$ cat src/rtl/fetch_stage.sv
// Instruction fetch stage for the RV64I core.
// Keeps the PC, fetches one 32-bit word at a time over a req/ack handshake,
// and presents it with its PC until decode consumes it. Misaligned redirect
// targets stop the stage in HALT, and only reset leaves HALT.
module fetch_stage #(
  parameter int              XLEN     = 64,
  parameter logic [XLEN-1:0] RESET_PC = {XLEN{1'b0}}
) (
  input  logic            clk,
  input  logic            rst,
  output logic            imem_req,
  output logic [XLEN-1:0] imem_addr,
  input  logic            imem_ack,
  input  logic [31:0]     imem_rdata,
  output logic            inst_valid,
  output logic [31:0]     inst,
  output logic [XLEN-1:0] inst_pc,
  output logic [XLEN-1:0] inst_pc_plus4,
  input  logic            stall,
  input  logic            pc_src,
  input  logic [XLEN-1:0] pc_target,
  output logic            fault,
  output logic [XLEN-1:0] inst_count
);

  typedef enum logic [1:0] {
    FETCH = 2'b00,
    ISSUE = 2'b01,
    HALT  = 2'b10
  } state_t;

  localparam logic [31:0]     NOP_INST   = 32'h0000_0013;
  localparam logic [XLEN-1:0] PC_STEP    = {{(XLEN-3){1'b0}}, 3'd4};
  localparam logic [XLEN-1:0] CNT_ONE    = {{(XLEN-1){1'b0}}, 1'b1};
  localparam logic [XLEN-1:0] BIT0_CLEAR = {{(XLEN-1){1'b1}}, 1'b0};

  state_t            state_r;
  state_t            state_s;
  logic [XLEN-1:0]   pc_r;
  logic [31:0]       inst_r;
  logic [XLEN-1:0]   inst_pc_r;
  logic [XLEN-1:0]   inst_pc_plus4_r;
  logic              inst_valid_r;
  logic              fault_r;
  logic [XLEN-1:0]   inst_count_r;

  logic              capture_s;
  logic              consume_s;
  logic              misalign_s;
  logic [XLEN-1:0]   target_s;
  logic [XLEN-1:0]   pc_plus4_s;
  logic [XLEN-1:0]   next_pc_s;

  // Redirect target with bit0 cleared (jalr semantics) and the sequential successor.
  always_comb begin
    target_s   = pc_target & BIT0_CLEAR;
    pc_plus4_s = pc_r + PC_STEP;
    next_pc_s  = pc_plus4_s;
    if (pc_src) begin
      next_pc_s = target_s;
    end else begin
      next_pc_s = pc_plus4_s;
    end
  end

  // Next-state logic and the capture/consume strobes for the datapath.
  always_comb begin
    state_s    = state_r;
    capture_s  = 1'b0;
    consume_s  = 1'b0;
    misalign_s = 1'b0;
    case (state_r)
      FETCH: begin
        if (imem_ack) begin
          capture_s = 1'b1;
          state_s   = ISSUE;
        end else begin
          state_s   = FETCH;
        end
      end
      ISSUE: begin
        if (inst_valid_r && !stall) begin
          consume_s = 1'b1;
          if (pc_src && target_s[1]) begin
            misalign_s = 1'b1;
            state_s    = HALT;
          end else begin
            state_s    = FETCH;
          end
        end else begin
          state_s = ISSUE;
        end
      end
      HALT: begin
        state_s = HALT;
      end
      default: begin
        state_s = FETCH;
      end
    endcase
  end

  // State register; reset returns to FETCH and abandons any outstanding request.
  always_ff @(posedge clk) begin
    if (rst) begin
      state_r <= FETCH;
    end else begin
      state_r <= state_s;
    end
  end

  // PC, instruction latch, fault flag and retired-instruction counter.
  always_ff @(posedge clk) begin
    if (rst) begin
      pc_r            <= RESET_PC;
      inst_r          <= NOP_INST;
      inst_pc_r       <= RESET_PC;
      inst_pc_plus4_r <= RESET_PC + PC_STEP;
      inst_valid_r    <= 1'b0;
      fault_r         <= 1'b0;
      inst_count_r    <= {XLEN{1'b0}};
    end else if (capture_s) begin
      inst_r          <= imem_rdata;
      inst_pc_r       <= pc_r;
      inst_pc_plus4_r <= pc_plus4_s;
      inst_valid_r    <= 1'b1;
    end else if (consume_s) begin
      inst_valid_r    <= 1'b0;
      inst_count_r    <= inst_count_r + CNT_ONE;
      if (misalign_s) begin
        fault_r <= 1'b1;
      end else begin
        pc_r    <= next_pc_s;
      end
    end else begin
      pc_r <= pc_r;
    end
  end

  assign imem_req      = (state_r == FETCH) && !rst;
  assign imem_addr     = pc_r;
  assign inst_valid    = inst_valid_r;
  assign inst          = inst_r;
  assign inst_pc       = inst_pc_r;
  assign inst_pc_plus4 = inst_pc_plus4_r;
  assign fault         = fault_r;
  assign inst_count    = inst_count_r;

endmodule

$ cat config.mk
export PLATFORM = sky130hd
export DESIGN_NAME = fetch_stage
export DESIGN_NICKNAME = d
export VERILOG_FILES = /design/src/rtl/fetch_stage.sv
export SDC_FILE = /design/constraint.sdc
export NUM_CORES = 1
export LEC_CHECK = 0
export CORE_UTILIZATION = 25
export DETAILED_ROUTE_END_ITERATION = 12
export PLACE_DENSITY = 0.53
export SETUP_SLACK_MARGIN = 0.4
export SYNTH_ARGS = -nofsm -noshare
export SYNTH_HDL_FRONTEND = slang
export SYNTH_SLANG_ARGS = --single-unit
$ cat constraint.sdc
create_clock -name clk -period 6.6 [get_ports clk]
set_input_delay 0.66 -clock clk [delete_from_list [all_inputs] [get_ports clk]]
set_output_delay 0.66 -clock clk [all_outputs]
set_load 0.005 [all_outputs]
; Yosys cells after proc, flatten, opt, wreduce, memory -nomap -nowiden
; Index checks and enable logic that the tools add are counted.
[op_classes]
n_bitwise = 2
reduce_logical = 10
n_eq_ne = 2
add_sub_neg = 2
muxes = 14
[ops]
columns = operator, n
row1 = "adder 64 x 1 -> 64 bit, second input constant", 1
row2 = "adder 64 x 3 -> 64 bit, second input constant", 1
row3 = two-way mux 64 bit, 1
row4 = two-way mux 1 bit, 10
row5 = case mux 2 bit (3 select lines), 1
row6 = AND reduction 3 bit, 2
row7 = two-way mux 2 bit, 2
row8 = logical AND 1 bit, 3
row9 = "equality test 2 x 1 -> 1 bit, second input constant", 1
row10 = "equality test 2 bit, second input constant", 1
row11 = zero test 1 bit, 2
row12 = zero test 2 bit, 1
row13 = NOT 1 bit, 2
row14 = AND reduction 2 bit, 1
row15 = nonzero test 2 bit, 1
[totals]
output_inout_bits = 291
input_bits = 101
elab_cells = 38
regBits = 292

; Depth between registers and ports, before layout
[logic_depth]
depth_word = 6
mapped_depth = 9
mapped_depth_nobuf = 7

; Worst setup path before layout
; No wires, ideal clock.
[synth_timing]
path_kind = input -> register
startpoint = in stall
endpoint = reg inst_count_r[58] (netlist: inst_count[58])
path_slack_ps = 4192
required_ps = 6530
path_buffers = 0
setup_time_ps = 70
path_stages = 6
arrival_time_ps = 2337
path_cell_list = nand4bb_1 -> nor4_4 -> nand3_2 -> or4_1 -> or3_1 -> a21oi_1
[synth_between]
elab_chain_cells = 5
[synth_rtl]
columns = element, line
row1 = from (decl), 19  ; input logic stall,
row2 = zero test 1 bit, 82  ; if (inst_valid_r && !stall) begin
row3 = logical AND 1 bit, 82
row4 = two-way mux 1 bit, 82
row5 = two-way mux 1 bit, 72  ; case (state_r)
row6 = AND reduction 2 bit (no source line), -
row7 = to (signal assigned), 121  ; inst_count_r <= {XLEN{1'b0}};
row8 = to (signal assigned), 129  ; inst_count_r <= inst_count_r + CNT_ONE;
row9 = to (decl), 45  ; logic [XLEN-1:0] inst_count_r;
; No other way between the ends.
; A chain may end at the register's enable or synchronous reset.

; Final worst setup path
[layout_timing]
startpoint = reg pc_r[6] (netlist: imem_addr[6])
endpoint = reg inst_pc_plus4_r[60] (netlist: inst_pc_plus4[60])
[layout_between]
elab_chain_cells = 1
[layout_rtl]
columns = element, line
row1 = from (decl), 39  ; logic [XLEN-1:0] pc_r;
row2 = from (signal assigned), 133  ; pc_r <= next_pc_s;
row3 = from (signal assigned), 136  ; pc_r <= pc_r;
row4 = adder 64 x 3 -> 64 bit, 57  ; pc_plus4_s = pc_r + PC_STEP;
row5 = to (signal assigned), 118  ; inst_pc_plus4_r <= RESET_PC + PC_STEP;
row6 = to (signal assigned), 125  ; inst_pc_plus4_r <= pc_plus4_s;
row7 = to (decl), 42  ; logic [XLEN-1:0] inst_pc_plus4_r;
; No other way between the ends.

==> results.toml <==
[setup_path]
path_class = "flop to flop"
arrival_ns = 3.94
crit_fanout = 11
crit_path_start_kind = "flop"
endpoint_kind = "flop"
cp.required_ns = 7.05

[synthesis]
async_reset_ff_frac = 0
synth-edff-count = 0
synth.avg_cell_area_sq_um = 7.98
yosysWarnings = 0
synth-seq-cells = 288
synth_area_sq_mm = 0.0131
ys_top_cells_by_area = "dfxtp_1 (44%), nand2_1 (8.3%), a21oi_1 (5.7%)"
ys_seq_area_frac = 0.442
yosys_most_used_dff = "dfxtp_1"
ys_types = 63
synth_top_area_frac = 0.442
synth_top_area_cell = "dfxtp_1"
synthCells = 1636

[sta]
report.final.slew_viol_count = 0
min_period_ns = 3.48
skew_ns = 0.0139
hold_slack_ns = 0.449
setup_viol = 0
final.setup.tns_ns = 0
rsz0062_at_grt = "no"
hold_viol = 0
fin_crit_sh = 0.528
maxSlewHeadroom = 0.228
timing.fmax_mhz = 287
worst_slew_pin_slew_ns = 1.16

[finish]
utilization = 0.362
fillers = 5338
nets = 2042
area_growth_pct = 42.5
multiInputGateArea_sq_mm = 0.00666
drive_gt1_frac = 0.0535
seq_area_sq_mm = 0.00577

[power]
p_seq_frac = 0.426
clkPwrFrac = 0.495
power.leakage_nw = 6.00
combPwrFrac = 0.079
intPower_mw = 3.25
peakVddDrop_uv = 142
p_sw_frac = 0.238
p_total_mw = 4.27
p_switching_mw = 1.02
p_per_area_mw_per_mm2 = 230

[run_status]
status = "finished, final reports clean"

[drt]
remaining_drc_errors = 0
postRouteAntennaNets = 0
first_iter_violations = 860
wire_per_inst_microns = 18.6
via_per_inst = 4.88
vias = 12925
wirelength_microns = 49300
detail_route.first_pass.iterations = 5

[global_route]
grt_pass1_wl_microns = 74400
antenna_found_initial = 2
grt_max_degree = 217
gr-usage-all-layers = 0.180
grt_pass1_vias = 12027
grt_overflow_total = 0

[place]
hpwl_microns = 33900
port_buffers = 387
place.gp.congestion = 0.818

[job]
max_cap_viol_count = 0

[floorplan]
die_w_microns = 231
initial_core_util = 0.254
die_area_sq_mm = 0.0531
io_pins = 392
core_area_sq_mm = 0.0514
row_count = 83
die_h_microns = 231

[clock_tree]
numCtsBuffers = 37
worstSkewPairLatency_ns = 0.55
cts.clk_slew.worst_paths_ns = 0.06
root_buffer = "clkbuf_16"
clock_sinks = 288
htreeDepth = 2
cts_resized = 0
ctsHoldBuffers = 0
cts_buffer_depth = 3
cts_tree = "yes"
cts_post_setup_buffers_inserted = 0

[hold_path]
holdCritPathClass = "flop to flop"
[logic make-up (layout without fill, tap and decap cells)]
kind of cell,after synthesis,in the layout,synth area share
compound gates,347,347,0.161
xor+xnor,110,110,0.0738
fa+ha+maj,2,2,0.00192
buf+inv,158,484,0.0502
flops,288,288,0.442
other cells,1,5,0.000287
simple gates,730,730,0.271
[synthesized netlist by cell type (21+ instances only)]
cell and n:
a21oi_1 150, dfxtp_1 288, nand2_1 287, nand3_1 48, a211oi_1 57, or3_1 21, o21ai_0 57, clkbuf_1 102
xor2_1 35, nor4_1 30, xnor2_1 75, nand4_1 33, nor3_1 33, nor2_1 171, and3_1 27, inv_1 21
[routing by layer]
| metal | share of wire | wire length (microns) | vias up | track usage |
|---|---|---|---|---|
| met5 | 0 | 0 | - | 0 |
| li1 | - | - | 6316 | - |
| met1 | 0.44 | 21800 | 6134 | 0.237 |
| met4 | 0.026 | 1270 | 0 | 0.0550 |
| met3 | 0.076 | 3740 | 71 | 0.0505 |
| met2 | 0.46 | 22500 | 404 | 0.284 |
[sequential cells by signal, indices dropped and copies added (netlist names)]
signal,cells
inst_count,64
inst_pc,63
inst_valid,1
inst,32
fault,1
state_r,2
inst_pc_plus4,62
imem_addr,63
[cell usage in the layout, fill, tap and decap left out, drive strengths merged, types with 7 or more instances in the layout]
master	n
clkdlybuf4s50	386
dfxtp	288
nand2	288
nor2	171
a21oi	150
xnor2	75
a211oi	60
o21ai	57
nand3	55
clkbuf	50
nor3	36
xor2	35
nand4	35
nor4	35
and3	27
inv	22
or3	21
a31oi	18
and4	17
o311ai	14
o22ai	13
buf	13
a22oi	12
and2	9
nand2b	8
clkinv	8
or4	7
[worst paths after layout]
path                              startpoint                 to  slack [ns]  cells past startpoint
worst min register to register         fault              fault        0.45                      2
worst max-delay path            imem_addr[6]  inst_pc_plus4[60]        3.12                      6
worst min-delay path                   fault              fault        0.45                      2
worst max register to register  imem_addr[6]  inst_pc_plus4[60]        3.12                      6
[cell type report]
type,count,area share
well taps,680,0.0457
repair buffers,399,0.214
inverters,21,0.00424
clock buffers,50,0.0579
multi-input cells,1192,0.358
diodes,2,0.000269
flip-flops and latches,288,0.310
clock inverters,14,0.00969
[stage by stage]
step | worst slack, ns | cells | cell area, sq um
2_1_floorplan | 4.19 | 1638 | 13100
3_3_place_gp | 3.20 | 2580 | 17300
3_5_place_dp | 3.19 | 2580 | 17300
4_1_cts | 3.16 | 2644 | 18600
5_1_grt | 2.91 | 2646 | 18600
6_report | 3.12 | 2646 | 18600
[power by group through the flow]
stage | sequential [mW] | clock, mW | combinational, mW
2_1_floorplan | 1.85 | 0 | 0.138
3_3_place_gp | 1.85 | 0 | 0.340
3_5_place_dp | 1.86 | 0 | 0.342
4_1_cts | 1.82 | 2.19 | 0.344
5_1_grt | 1.82 | 2.26 | 0.369
6_report | 1.82 | 2.12 | 0.338
[worst max-delay path, cell delays in order (launching register included)]
cell,delay (ns)
dfxtp_1,0.62
nand4_1,0.56
or4_4,0.73
nor4_4,0.85
nand2_1,0.21
xor2_1,0.19
a211oi_1,0.22
No activity file was read; power rests on OpenSTA's default activity.
